File: config.mk
export PLATFORM = sky130hd
export DESIGN_NAME = audio_sample_streamer
export DESIGN_NICKNAME = d
export VERILOG_FILES = /design/src/rtl/audio_sample_streamer_pkg.sv /design/src/rtl/audio_sample_streamer_sync_fifo.sv /design/src/rtl/audio_sample_streamer.sv
export SDC_FILE = /design/constraint.sdc
export NUM_CORES = 1
export LEC_CHECK = 0
export CAP_MARGIN = 0
export CORE_MARGIN = 5
export CORE_UTILIZATION = 63
export CTS_BUF_LIST = sky130_fd_sc_hd__clkbuf_4 sky130_fd_sc_hd__clkbuf_8
export CTS_CLUSTER_DIAMETER = 30
export DETAILED_ROUTE_END_ITERATION = 6
export MAX_ROUTING_LAYER = met4
export PLACE_DENSITY = 0.88
export SLEW_MARGIN = 20
export SYNTH_ARGS = -nofsm -noshare
export SYNTH_HDL_FRONTEND = slang
export SYNTH_SLANG_ARGS = --single-unit
File: constraint.sdc
create_clock -name clk -period 7.85 [get_ports clk]
set_input_delay 1.1775 -clock clk [delete_from_list [all_inputs] [get_ports clk]]
set_output_delay 1.1775 -clock clk [all_outputs]
set_load 0.05 [all_outputs]
File: src/rtl/audio_sample_streamer_pkg.sv
// audio_sample_streamer_pkg: shared widths, rate defaults, FSM states and the attenuation helper
package audio_sample_streamer_pkg;

    localparam int CLK_HZ_DEF    = 50_000_000;
    localparam int SAMPLE_HZ_DEF = 48_000;
    localparam int SAMPLE_W      = 32;
    localparam int VOL_W         = 4;

    typedef enum logic [1:0] {ST_IDLE, ST_CAPTURE, ST_SCALE, ST_PUSH} state_t;

    // Volume 15 is unity gain; each step below halves the sample, 0 mutes
    function automatic logic [SAMPLE_W-1:0] attenuate(input logic signed [SAMPLE_W-1:0] x,
                                                      input logic [VOL_W-1:0] vol);
        return (vol == '0) ? '0 : x >>> (4'd15 - vol);
    endfunction

endpackage

File: src/rtl/audio_sample_streamer_sync_fifo.sv
// audio_sample_streamer_sync_fifo: small power-of-two FIFO; a pop in the same cycle frees a slot for a push to a full FIFO
module audio_sample_streamer_sync_fifo #(
    parameter int WIDTH = 32,
    parameter int DEPTH = 4
) (
    input  logic             clk,
    input  logic             reset_n,
    input  logic             push,
    input  logic             pop,
    input  logic [WIDTH-1:0] din,
    output logic [WIDTH-1:0] dout,
    output logic             full,
    output logic             empty
);

    localparam int AW = (DEPTH > 1) ? $clog2(DEPTH) : 1;

    logic [WIDTH-1:0] mem_q [DEPTH];
    logic [AW:0]      wr_ptr_q, wr_ptr_d, rd_ptr_q, rd_ptr_d;
    logic             do_push, do_pop;

    // Occupancy flags from the wrap bit, pointer advance and head read
    always_comb begin
        empty    = wr_ptr_q == rd_ptr_q;
        full     = (wr_ptr_q[AW] != rd_ptr_q[AW]) && (wr_ptr_q[AW-1:0] == rd_ptr_q[AW-1:0]);
        do_pop   = pop && !empty;
        do_push  = push && (!full || do_pop);
        wr_ptr_d = wr_ptr_q + {{AW{1'b0}}, do_push};
        rd_ptr_d = rd_ptr_q + {{AW{1'b0}}, do_pop};
        dout     = mem_q[rd_ptr_q[AW-1:0]];
    end

    // Pointer registers; reset discards every queued entry
    always_ff @(posedge clk or negedge reset_n) begin
        if (!reset_n) begin
            wr_ptr_q <= '0;
            rd_ptr_q <= '0;
        end else begin
            wr_ptr_q <= wr_ptr_d;
            rd_ptr_q <= rd_ptr_d;
        end
    end

    // Storage array needs no reset since the pointers gate every read
    always_ff @(posedge clk) begin
        if (do_push) mem_q[wr_ptr_q[AW-1:0]] <= din;
    end

endmodule

File: src/rtl/audio_sample_streamer.sv
// audio_sample_streamer: decimates a wave sample to the codec rate, attenuates it and streams it to the codec (optional DC blocker: STREAMER_DC_BLOCK_EN)
module audio_sample_streamer
    import audio_sample_streamer_pkg::*;
#(
    parameter int CLK_HZ     = CLK_HZ_DEF,
    parameter int SAMPLE_HZ  = SAMPLE_HZ_DEF,
    parameter int FIFO_DEPTH = 4
`ifdef STREAMER_DC_BLOCK_EN
    , parameter int DC_SHIFT = 10
`endif
) (
    input  logic                clk,
    input  logic                reset_n,
    input  logic [SAMPLE_W-1:0] sample_in,
    input  logic [VOL_W-1:0]    volume,
    input  logic                audio_out_allowed,
    output logic                write_audio_out,
    output logic [SAMPLE_W-1:0] left_channel_audio_out,
    output logic [SAMPLE_W-1:0] right_channel_audio_out,
    output logic                overflow,
    input  logic                clr_overflow
);

    localparam int DIV = CLK_HZ / SAMPLE_HZ;
    localparam int CW  = $clog2(DIV);

    logic [CW-1:0]              cnt_q, cnt_d;
    logic                       tick;
    state_t                     state_q, state_d;
    logic signed [SAMPLE_W-1:0] s_q, s_d, x_new;
    logic [SAMPLE_W-1:0]        last_q, last_d, head, y;
    logic                       ovf_q, ovf_d;
    logic                       push, drop, pop, full, empty, capture;
`ifdef STREAMER_DC_BLOCK_EN
    logic signed [SAMPLE_W-1:0] xp_q, xp_d, dp_q, dp_d, d_new;
`endif

    // Sample-rate divider: one-cycle tick on the last count, then wrap
    always_comb begin
        tick  = cnt_q == CW'(DIV - 1);
        cnt_d = tick ? '0 : cnt_q + CW'(1);
    end

    // Frame sequencer; a tick outside IDLE is impossible for DIV>=4 and is ignored
    always_comb begin
        state_d = state_q;
        case (state_q)
            ST_IDLE:    state_d = tick ? ST_CAPTURE : ST_IDLE;
            ST_CAPTURE: state_d = ST_SCALE;
            ST_SCALE:   state_d = ST_PUSH;
            default:    state_d = ST_IDLE;
        endcase
    end

    // Capture, attenuate, queue with drop-on-full, and drain to the codec
    always_comb begin
        capture = state_q == ST_CAPTURE;
        x_new   = $signed(sample_in >> 1);
`ifdef STREAMER_DC_BLOCK_EN
        d_new   = x_new - xp_q + dp_q - (dp_q >>> DC_SHIFT);
        xp_d    = capture ? x_new : xp_q;
        dp_d    = capture ? d_new : dp_q;
        s_d     = capture ? d_new : s_q;
`else
        s_d     = capture ? x_new : s_q;
`endif
        y       = attenuate(s_q, volume);
        pop     = !empty && audio_out_allowed;
        push    = (state_q == ST_SCALE) && (!full || pop);
        drop    = (state_q == ST_SCALE) && full && !pop;
        ovf_d   = drop || (ovf_q && !clr_overflow);
        last_d  = pop ? head : last_q;
        write_audio_out         = pop;
        left_channel_audio_out  = pop ? head : last_q;
        right_channel_audio_out = pop ? head : last_q;
        overflow                = ovf_q;
    end

    // State, sample and status registers
    always_ff @(posedge clk or negedge reset_n) begin
        if (!reset_n) begin
            cnt_q   <= '0;
            state_q <= ST_IDLE;
            s_q     <= '0;
            last_q  <= '0;
            ovf_q   <= 1'b0;
        end else begin
            cnt_q   <= cnt_d;
            state_q <= state_d;
            s_q     <= s_d;
            last_q  <= last_d;
            ovf_q   <= ovf_d;
        end
    end

`ifdef STREAMER_DC_BLOCK_EN
    // DC-blocker history, advanced once per captured sample
    always_ff @(posedge clk or negedge reset_n) begin
        if (!reset_n) begin
            xp_q <= '0;
            dp_q <= '0;
        end else begin
            xp_q <= xp_d;
            dp_q <= dp_d;
        end
    end
`endif

    audio_sample_streamer_sync_fifo #(
        .WIDTH(SAMPLE_W),
        .DEPTH(FIFO_DEPTH)
    ) u_fifo (
        .clk    (clk),
        .reset_n(reset_n),
        .push   (push),
        .pop    (pop),
        .din    (y),
        .dout   (head),
        .full   (full),
        .empty  (empty)
    );

endmodule

==> Word-level counts from Yosys, hierarchy flattened <==
Memories as Yosys holds them, arrays and structs flattened.
Cells that the tools add are included.
Widths: inputs -> output; s select.
{ "op_classes": {"n_reduce_logical": 17, "add_sub_neg": 4, "n_bitwise": 0, "eq_ne": 6, "mux": 7, "mul": 0, "shift": 1, "order_cmp": 0, "div": 0} }
{ "ops": {"columns": ["operator", "count"], "rows": [
  ["$mux 32", 2],
  ["$sshr 31x4->32", 1],
  ["$add 11x1->11 const B", 1],
  ["$eq 11x11->1 const B", 1],
  ["$mux 11", 1],
  ["$logic_and 1x1->1", 8],
  ["$add 3x1->3", 2],
  ["$pmux 2 s3", 1],
  ["$logic_not 1->1", 4],
  ["$logic_not 4->1", 1],
  ["$sub 4x4->4 const A", 1],
  ["$eq 3x3->1", 1],
  ["$logic_or 1x1->1", 3],
  ["$mux 1", 3],
  ["$eq 2x1->1 const B", 1],
  ["$eq 2x2->1", 1],
  ["$eq 2x2->1 const B", 1],
  ["$logic_not 2->1", 1],
  ["$ne 1x1->1", 1]
]} }
{ "word_totals": {"latch_bits": 0, "mem_count": 1, "output_inout_bits": 66, "reg_bits": 83, "rom_bits": 0, "input_bits": 40, "mem_bits_rw": 128} }
{ "memory_table": {"columns": ["memory", "depth", "width", "read_ports", "rd_ports_with_merged_regs", "write_ports", "line_no", "text"], "rows": [
  ["u_fifo.mem_q", 4, 32, 1, 0, 1, "audio_sample_streamer_sync_fifo.sv:18", "logic [WIDTH-1:0] mem_q [DEPTH];"]
]} }

==> Logic depth before layout (Yosys ltp) <==
Gate-level depths: netlist of the first run.
{ "logic_depth": {"word_depth": 8, "depth_mapped": 8} }

==> Cells and area by module <==
A second synthesis of the first run with hierarchy kept.
{ "unflattened": {"cells_unflattened": 622, "hier_area_um2": 9502.9} }
{ "modules_own_cells": {"columns": ["module", "cells_each", "n_inst", "area_each_um2"], "rows": [
  ["audio_sample_streamer_sync_fifo", 193, 1, 4977.3],
  ["audio_sample_streamer", 429, 1, 4525.6]
]} }

==> Worst setup path after synthesis of the first run <==
Ideal clock, no wire load.
{ "synth_timing": {"path_kind": "input to register", "startpoint": "input audio_out_allowed", "endpoint": "memory u_fifo.mem_q[2][0], enable pin", "t_required_ns": 7.392, "cell_stages": 2, "arrival_ns": 3.462, "setup_time_ns": 0.458, "path_slack_ns": 3.930, "cell_sequence": "o41ai_1 nor3_1"} }
{ "synth_between": {"elab_chain_len": 6} }
{ "synth_lines": {"columns": ["element", "line_no", "text"], "rows": [
  ["from (decl)", "audio_sample_streamer.sv:16", "input logic audio_out_allowed,"],
  ["$logic_and 1x1->1 (*)", "audio_sample_streamer.sv:68", "pop = !empty && audio_out_allowed;"],
  ["$logic_or 1x1->1 or $logic_and 1x1->1 (tied branches)", "audio_sample_streamer.sv:69, audio_sample_streamer_sync_fifo.sv:26", null],
  ["$logic_and 1x1->1 or $logic_or 1x1->1 (tied branches)", "audio_sample_streamer.sv:69, audio_sample_streamer_sync_fifo.sv:27", null],
  ["$logic_and 1x1->1 (*)", "audio_sample_streamer_sync_fifo.sv:27", "do_push = push && (!full || do_pop);"],
  ["$mux 1 (*)", "audio_sample_streamer_sync_fifo.sv:46", "if (do_push) mem_q[wr_ptr_q[AW-1:0]] <= din;"],
  ["$mux 1 (not written as such) (*)", "audio_sample_streamer_sync_fifo.sv:46", null],
  ["to (decl)", "audio_sample_streamer_sync_fifo.sv:18", null]
]} }
Every way passes the cells marked *; elsewhere a longest branch is shown, timed or not.

==> Final worst setup path of the first run <==
{ "layout_timing": {"startpoint": "input audio_out_allowed", "endpoint": "output right_channel_audio_out[2]"} }
{ "layout_between": {"elab_chain_len": 2} }
{ "layout_lines": {"columns": ["element", "line_no", "text"], "rows": [
  ["$logic_and 1x1->1", "audio_sample_streamer.sv:68", null],
  ["$mux 32", "audio_sample_streamer.sv:75", "right_channel_audio_out = pop ? head : last_q;"],
  ["to (decl)", "audio_sample_streamer.sv:19", "output logic [SAMPLE_W-1:0] right_channel_audio_out,"]
]} }
No other way between the ends.

==> results of run 1 <==
## cell families after synthesis
kind of cell | share of synthesized area [%]
flops | 62.4
mux | 23.6
buf+inv | 5.02
simple gates | 2.92
compound gates | 3.50
xor+xnor | 1.32
fa+ha+maj | 1.21
## worst register-to-register path: cells and delay by family, from the launching register on
family,cells,cell delay (ns)
buffers and inverters,2,0.54
flip-flops,1,0.46
adder cells (fa/ha/maj),2,0.41
XOR/XNOR,2,0.38
AO/OA/AOI/OAI,1,0.27
## stage by stage
| stage | hold WS, ns | utilization, % | instance area (um^2) | worst slack, ns |
|---|---|---|---|---|
| finish | 0.479 | 76.5 | 11100 | 3.30 |
| floorplan | 0.447 | - | 9300 | 3.93 |
| global route | 0.512 | 76.5 | 11100 | 3.23 |
| CTS | 0.488 | 76.4 | 11100 | 3.26 |
| global placement | 0.460 | 70.7 | 10200 | 3.38 |
| detailed placement | 0.482 | 70.7 | 10200 | 3.26 |
## metal layers
layer  vias up  share of wire (%)
met1      2589                 40
li1       2302                  -
met5         -                  0
met2       178                 52
met4         0                1.7
met3        23                6.1
## sequential cells by signal, summed over array words and instances, names as in the netlist
name             flops
cnt_q               11
last_q              32
overflow             1
s_q                 31
state_q              2
u_fifo.mem_q       124
u_fifo.rd_ptr_q      3
u_fifo.wr_ptr_q      3
## worst paths after layout
kind | start | end | slack, ns | cells past startpoint
max in group asynchronous | reset_n | u_fifo.rd_ptr_q[0] | 6.60 | 1
setup reg to reg | u_fifo.wr_ptr_q[1] | u_fifo.rd_ptr_q[2] | 5.69 | 7
hold / removal | cnt_q[0] | cnt_q[0] | 0.48 | 1
hold reg to reg | cnt_q[0] | cnt_q[0] | 0.48 | 1
min in group asynchronous | reset_n | last_q[31] | 0.71 | 1
setup / recovery | audio_out_allowed | right_channel_audio_out[2] | 3.30 | 5
## Yosys cell counts, drive strengths merged
cell | n | share of area [%]
clkbuf | 10 | 0.40
o21a | 1 | 0.081
or2 | 1 | 0.067
o32ai | 2 | 0.19
xnor2 | 6 | 0.57
xor2 | 8 | 0.75
nor3 | 5 | 0.27
o31ai | 2 | 0.31
buf | 53 | 4.2
nor4b | 1 | 0.094
a32oi | 1 | 0.094
a21oi | 3 | 0.16
nand4 | 3 | 0.20
and2 | 3 | 0.20
o41ai | 1 | 0.094
o22ai | 21 | 1.4
and4 | 1 | 0.094
and3 | 2 | 0.13
nand2b | 2 | 0.13
inv | 11 | 0.44
a22oi | 1 | 0.081
a22o | 1 | 0.094
o2bb2ai | 1 | 0.094
dfrtp | 83 | 22
nor2 | 16 | 0.65
a31o | 1 | 0.094
mux2i | 18 | 1.9
ha | 9 | 1.2
edfxtp | 124 | 40
o221ai | 6 | 0.57
nand3 | 3 | 0.16
nor4 | 2 | 0.13
a211oi | 1 | 0.081
mux2 | 71 | 8.6
o21ai | 2 | 0.15
mux4 | 54 | 13
nor2b | 5 | 0.34
nand2 | 9 | 0.36
or4 | 1 | 0.081
## final cells by class
class	count	area, um^2
flip-flops and latches	207	5800
fillers	791	3400
multi-input cells	264	3060
repair buffers	114	1110
clock buffers	53	673
well taps	184	230
clock inverters	21	161
inverters	11	41.3
## power by group
part / internal [mW] / switching [mW]
Combinational: 0.0289 / 0.0331
Clock: 0.606 / 0.454
Sequential: 1.15 / 0
==> metrics.md, run 1 <==
| Metric | Value |
|---|---|
| Initial antenna violation count | `0` |
| Min-delay worst type | `flip-flop to flip-flop` |
| Leak pwr | `3.98 nW` |
| Final period utilization | `58.0%` |
| Clock-pin slew on the worst setup and hold paths | `0.05 ns` |
| Met1 Use GR | `30.1%` |
| Cell Pwr Density | `205 nW/um^2` |
| Mapped Cells | `545` |
| Syn_nets | `594` |
| Cell variety after synth | `45` |
| CTS tree | `yes` |
| Die area | `17,300 um^2` |
| Relative slew slack | `34.5%` |
| Post-CTS setup buffers | `0` |
| Synth Cell Area | `9300 um^2` |
| Setup Skew | `0.0177 ns` |
| Pin count of the biggest net entering global routing | `84` |
| Layout area overhead | `19.2%` |
| Most frequent cells in the layout | `edfxtp_1, clkdlybuf4s50_1, dfrtp_1` |
| Synth Warn # | `0` |
| Layout cell share with drive strength beyond 1 | `32.5%` |
| Final setup TNS | `0 ns` |
| CP delay by family, top | `buffers and inverters` |
| CP endpoint kind | `primary output` |
| First-pass GRT wire length | `30,100 um` |
| Yosys reg bits | `207` |
| Starting Density | `64.2%` |
| GR Util met3 | `4.28%` |
| CORE AREA | `14,500 um^2` |
| Critical path data required time | `6.67 ns` |
| Final Critical Period | `4.55 ns` |
| Peak supply drop | `0.000127 V` |
| Status | `finished clean` |
| Via Count | `5,092` |
| Slew @ Worst Pin | `0.982 ns` |
| Most common cell after layout, fill and taps aside | `edfxtp_1` |
| Most used cell, CP | `clkdlybuf4s50_1` |
| Pwr Total | `2.27 mW` |
| Vias per inst | `5.96` |
| Worst path arrival time | `3.38 ns` |
| Max-slew violations | `0` |
| WS Path Type | `input port to primary output` |
| Ant diodes | `0` |
| Maximum clock insertion buffer count | `3` |
| Mean Syn Cell Area | `17.1 um^2` |
| WP buf/inv | `3` |
| Total CTS buffers | `41` |
| Vias in the first global route | `5,482` |
| Max-cap violations | `0` |
| IO Pins | `106` |
| Maximum clock rate | `220 MHz` |
| Root Buffer | `clkbuf_8` |
| Slowest cell on crit path | `clkdlybuf4s50_1` |
| HPWL Detailed | `12,000 um` |
| CP peak stage delay | `0.73 ns` |
| FP Rows | `44` |
| Post-CTS Hold Fix Bufs | `0` |
| Die Height | `131 um` |
| RSZ-0062 raised after global routing | `no` |
| CTS-repair resized insts | `0` |
| Post-Place Cells | `780` |
| Crit path cell chain | `clkdlybuf4s50_1 > o31ai_4 > buf_4 > mux2_2 > clkdlybuf4s50_1` |
| Final hold viol count | `0` |
| Grt peak-use layer | `met2` |
| CP Launch Type | `input port` |
| Total routed wirelength | `18,000 um` |
| Clock sink count | `207` |
| # setup viols final | `0` |
| Fin nets | `688` |
| Initial drt markers | `454` |
| Seq/Total Area, Yosys | `62.4%` |
| Worst Path Max Fanout | `33` |
| WL/cell | `21.1 um` |
| TritonRoute pass-1 iters | `4` |
| GPL Wtd Cong | `0.878` |
| Clock H-tree levels | `2` |
| Antenna Nets Post-Route | `0` |
| IO buf count | `104` |
| Total GRT Usage | `22.4%` |
| Die X | `131 um` |
| Global route overflow | `0` |
| Clk_lat worst skew | `0.53 ns` |
| Non-Filler Instances | `854` |
| Met2 Use GR | `35.5%` |
| Remaining DRCs | `0` |
No activity file was read; power rests on OpenSTA's default activity.
==> run 2, diff against run 1 <==
--- a/config.mk
+++ b/config.mk
@@ -7,12 +7,12 @@
 export LEC_CHECK = 0
 export CAP_MARGIN = 0
 export CORE_MARGIN = 5
-export CORE_UTILIZATION = 63
+export CORE_UTILIZATION = 58
 export CTS_BUF_LIST = sky130_fd_sc_hd__clkbuf_4 sky130_fd_sc_hd__clkbuf_8
 export CTS_CLUSTER_DIAMETER = 30
 export DETAILED_ROUTE_END_ITERATION = 6
 export MAX_ROUTING_LAYER = met4
-export PLACE_DENSITY = 0.88
+export PLACE_DENSITY = 0.82
 export SLEW_MARGIN = 20
 export SYNTH_ARGS = -nofsm -noshare
 export SYNTH_HDL_FRONTEND = slang
==> constraint.sdc (replaced) <==
create_clock -name clk -period 4.54 [get_ports clk]
set_input_delay 0.681 -clock clk [delete_from_list [all_inputs] [get_ports clk]]
set_output_delay 0.681 -clock clk [all_outputs]
set_load 0.05 [all_outputs]
==> metrics.md, run 2 (synthesis gave the netlist of run 1 again) <==
| Metric | Value |
|---|---|
| Relative slew slack | `35.6% (was 34.5%)` |
| Crit path cell chain | `buf_4 > mux4_2 > mux2_2 > buf_12 (was clkdlybuf4s50_1 > o31ai_4 > buf_4 > mux2_2 > clkdlybuf4s50_1)` |
| RSZ-0062 raised after global routing | `no (unchanged)` |
| Hold WS | `0.220 ns (was 0.479 ns)` |
| Pin count of the biggest net entering global routing | `84 (unchanged)` |
| Die area | `18,700 um^2 (was 17,300 um^2)` |
| Clock group share of total power | `45.9% (was 46.7%)` |
| Slew @ Worst Pin | `0.966 ns (was 0.982 ns)` |
| Min-delay worst type | `input port to asynchronous set/reset pin (was flip-flop to flip-flop)` |
| Final hold viol count | `0 (unchanged)` |
| CTS-repair resized insts | `0 (unchanged)` |
| CORE AREA | `15,800 um^2 (was 14,500 um^2)` |
| Worst Path Max Fanout | `32 (was 33)` |
| Max-slew violations | `0 (unchanged)` |
| Pint | `3.06 mW (was 1.78 mW)` |
| First-pass GRT wire length | `28,900 um (was 30,100 um)` |
| Non-Filler Instances | `886 (was 854)` |
| Initial drt markers | `428 (was 454)` |
| Leak pwr | `4.17 nW (was 3.98 nW)` |
| Via Count | `5,190 (was 5,092)` |
| Cell Pwr Density | `344 nW/um^2 (was 205 nW/um^2)` |
| Clock H-tree levels | `2 (unchanged)` |
| Final setup margin | `1.32 ns (was 3.30 ns)` |
| Fillers | `982 (was 791)` |
| CP peak stage delay | `0.60 ns (was 0.73 ns)` |
| IO buf count | `104 (unchanged)` |
| Setup Skew | `0.0200 ns (was 0.0177 ns)` |
| Root Buffer | `clkbuf_8 (unchanged)` |
| Most frequent cells in the layout | `edfxtp_1, dfrtp_1, mux2_2 (was edfxtp_1, clkdlybuf4s50_1, dfrtp_1)` |
| Max-cap violations | `0 (unchanged)` |
| Vias in the first global route | `5,502 (was 5,482)` |
| Switching part of the total | `21.0% (was 21.5%)` |
| Pwr Total | `3.87 mW (was 2.27 mW)` |
| Initial antenna violation count | `0 (unchanged)` |
| Die X | `137 um (was 131 um)` |
| Layout cell share with drive strength beyond 1 | `41.3% (was 32.5%)` |
| Ant diodes | `0 (unchanged)` |
| Critical path data required time | `3.86 ns (was 6.67 ns)` |
| Peak supply drop | `0.000227 V (was 0.000127 V)` |
| Comb power frac | `2.8% (was 2.7%)` |
| Post-CTS setup buffers | `0 (unchanged)` |
| Antenna Nets Post-Route | `0 (unchanged)` |
| Post-Place Cells | `812 (was 780)` |
| Slowest cell on crit path | `mux4_2 (was clkdlybuf4s50_1)` |
| Final setup TNS | `0 ns (unchanged)` |
| DP Worst Slack | `1.37 ns (was 3.26 ns)` |
| Clk_lat worst skew | `0.53 ns (about the same)` |
| Starting Density | `58.7% (was 64.2%)` |
| HPWL Detailed | `12,000 um (about the same)` |
| Global route overflow | `0 (unchanged)` |
| Clock sink count | `207 (unchanged)` |
| Most common cell after layout, fill and taps aside | `edfxtp_1 (unchanged)` |
| CP Launch Type | `flip-flop (was input port)` |
| # setup viols final | `0 (unchanged)` |
| CP delay by family, top | `multiplexers (was buffers and inverters)` |
| CTS tree | `yes (unchanged)` |
| Status | `finished clean (unchanged)` |
| Total routed wirelength | `17,700 um (was 18,000 um)` |
| Remaining DRCs | `0 (unchanged)` |
| Switching pwr | `0.813 mW (was 0.487 mW)` |
| Vias per inst | `5.86 (was 5.96)` |
| Worst r2r src | `u_fifo.wr_ptr_q[1] (unchanged)` |
| Total GRT Usage | `20.8% (was 22.4%)` |
| Maximum clock insertion buffer count | `3 (unchanged)` |
| TritonRoute pass-1 iters | `5 (was 4)` |
| WL/cell | `20.0 um (was 21.1 um)` |
| Maximum clock rate | `310 MHz` |
| Worst path arrival time | `2.54 ns (was 3.38 ns)` |
| Final Critical Period | `3.22 ns` |
| Die Height | `137 um (was 131 um)` |
| CP endpoint kind | `primary output (unchanged)` |
| Flop pwr share | `51.3% (was 50.6%)` |
| FP Rows | `46 (was 44)` |
| Fin nets | `687 (was 688)` |
| Clock-pin slew on the worst setup and hold paths | `0.06 ns (was 0.05 ns)` |
| Layout area overhead | `21.1% (was 19.2%)` |
| Total CTS buffers | `40 (was 41)` |
| GPL Wtd Cong | `0.904 (was 0.878)` |
| Final period utilization | `71.0%` |
| Crit path from | `u_fifo.rd_ptr_q[0] (was audio_out_allowed)` |
| Largest register FFs | `124 (unchanged)` |
| WS Path Type | `flip-flop to primary output (was input port to primary output)` |
| Post-CTS Hold Fix Bufs | `0 (unchanged)` |
| WP buf/inv | `2 (was 3)` |
| IO Pins | `106 (unchanged)` |
[run 2: cell types whose count changed in the layout (fill, tap and decap cells not counted), sizes merged]
cell,previous run,this run
clkdlybuf4s50,102,38
clkbuf,53,54
inv,12,11
buf,12,76
[run 2: layer usage]
metal  GRT usage [%]  wire length (um)  up-vias
met4            8.40               451        0
met2            32.7              8860      238
li1                -                 -     2295
met5               -                 0        -
met1            26.8              7110     2617
met3            4.15              1310       40
[run 2: cell type report]
cell class | instances | area, um^2 | area share [%]
sequential | 207 | 5800 | 51.6
clock buffer | 54 | 668 | 5.94
clock inverter | 20 | 139 | 1.23
tap | 216 | 270 | 2.40
inverter | 11 | 41.3 | 0.367
timing repair buffer | 114 | 1280 | 11.4
multi-input combinational | 264 | 3060 | 27.2
[run 2: power by group through the flow]
| stage | Combinational [mW] | Clock (mW) | Sequential (mW) |
|---|---|---|---|
| 2_1_floorplan | 0.0539 | 0 | 2.02 |
| 6_report | 0.108 | 1.78 | 1.99 |
| 4_1_cts | 0.108 | 1.83 | 1.99 |
| 3_3_place_gp | 0.103 | 0 | 2.02 |
| 3_5_place_dp | 0.108 | 0 | 2.02 |
| 5_1_grt | 0.118 | 1.93 | 1.99 |
[run 2: worst register-to-register path: stages (launching register included)]
cell     delay, ns
dfrtp_1       0.44
xor2_1        0.23
o41ai_2       0.70
inv_1         0.10
ha_1          0.21
ha_1          0.18
xor2_1        0.14
[run 2: worst paths after layout]
kind / endpoint / slack, ns / cells past startpoint
max in group asynchronous: u_fifo.rd_ptr_q[0] / 3.80 / 1
worst min-delay path: cnt_q[6] / 0.22 / 1
worst max-delay path: right_channel_audio_out[8] / 1.32 / 4
worst min register to register: cnt_q[0] / 0.49 / 1
worst max register to register: u_fifo.wr_ptr_q[2] / 2.42 / 6
min in group clk: cnt_q[0] / 0.49 / 1
[run 2: through the flow]
| step | utilization (%) | area [um^2] |
|---|---|---|
| final | 71.1 | 11300 |
| after global routing | 71.1 | 11300 |
| after CTS | 71.0 | 11200 |
| after detailed placement | 65.9 | 10400 |
| after global placement | 65.9 | 10400 |
| after floorplan | - | 9300 |
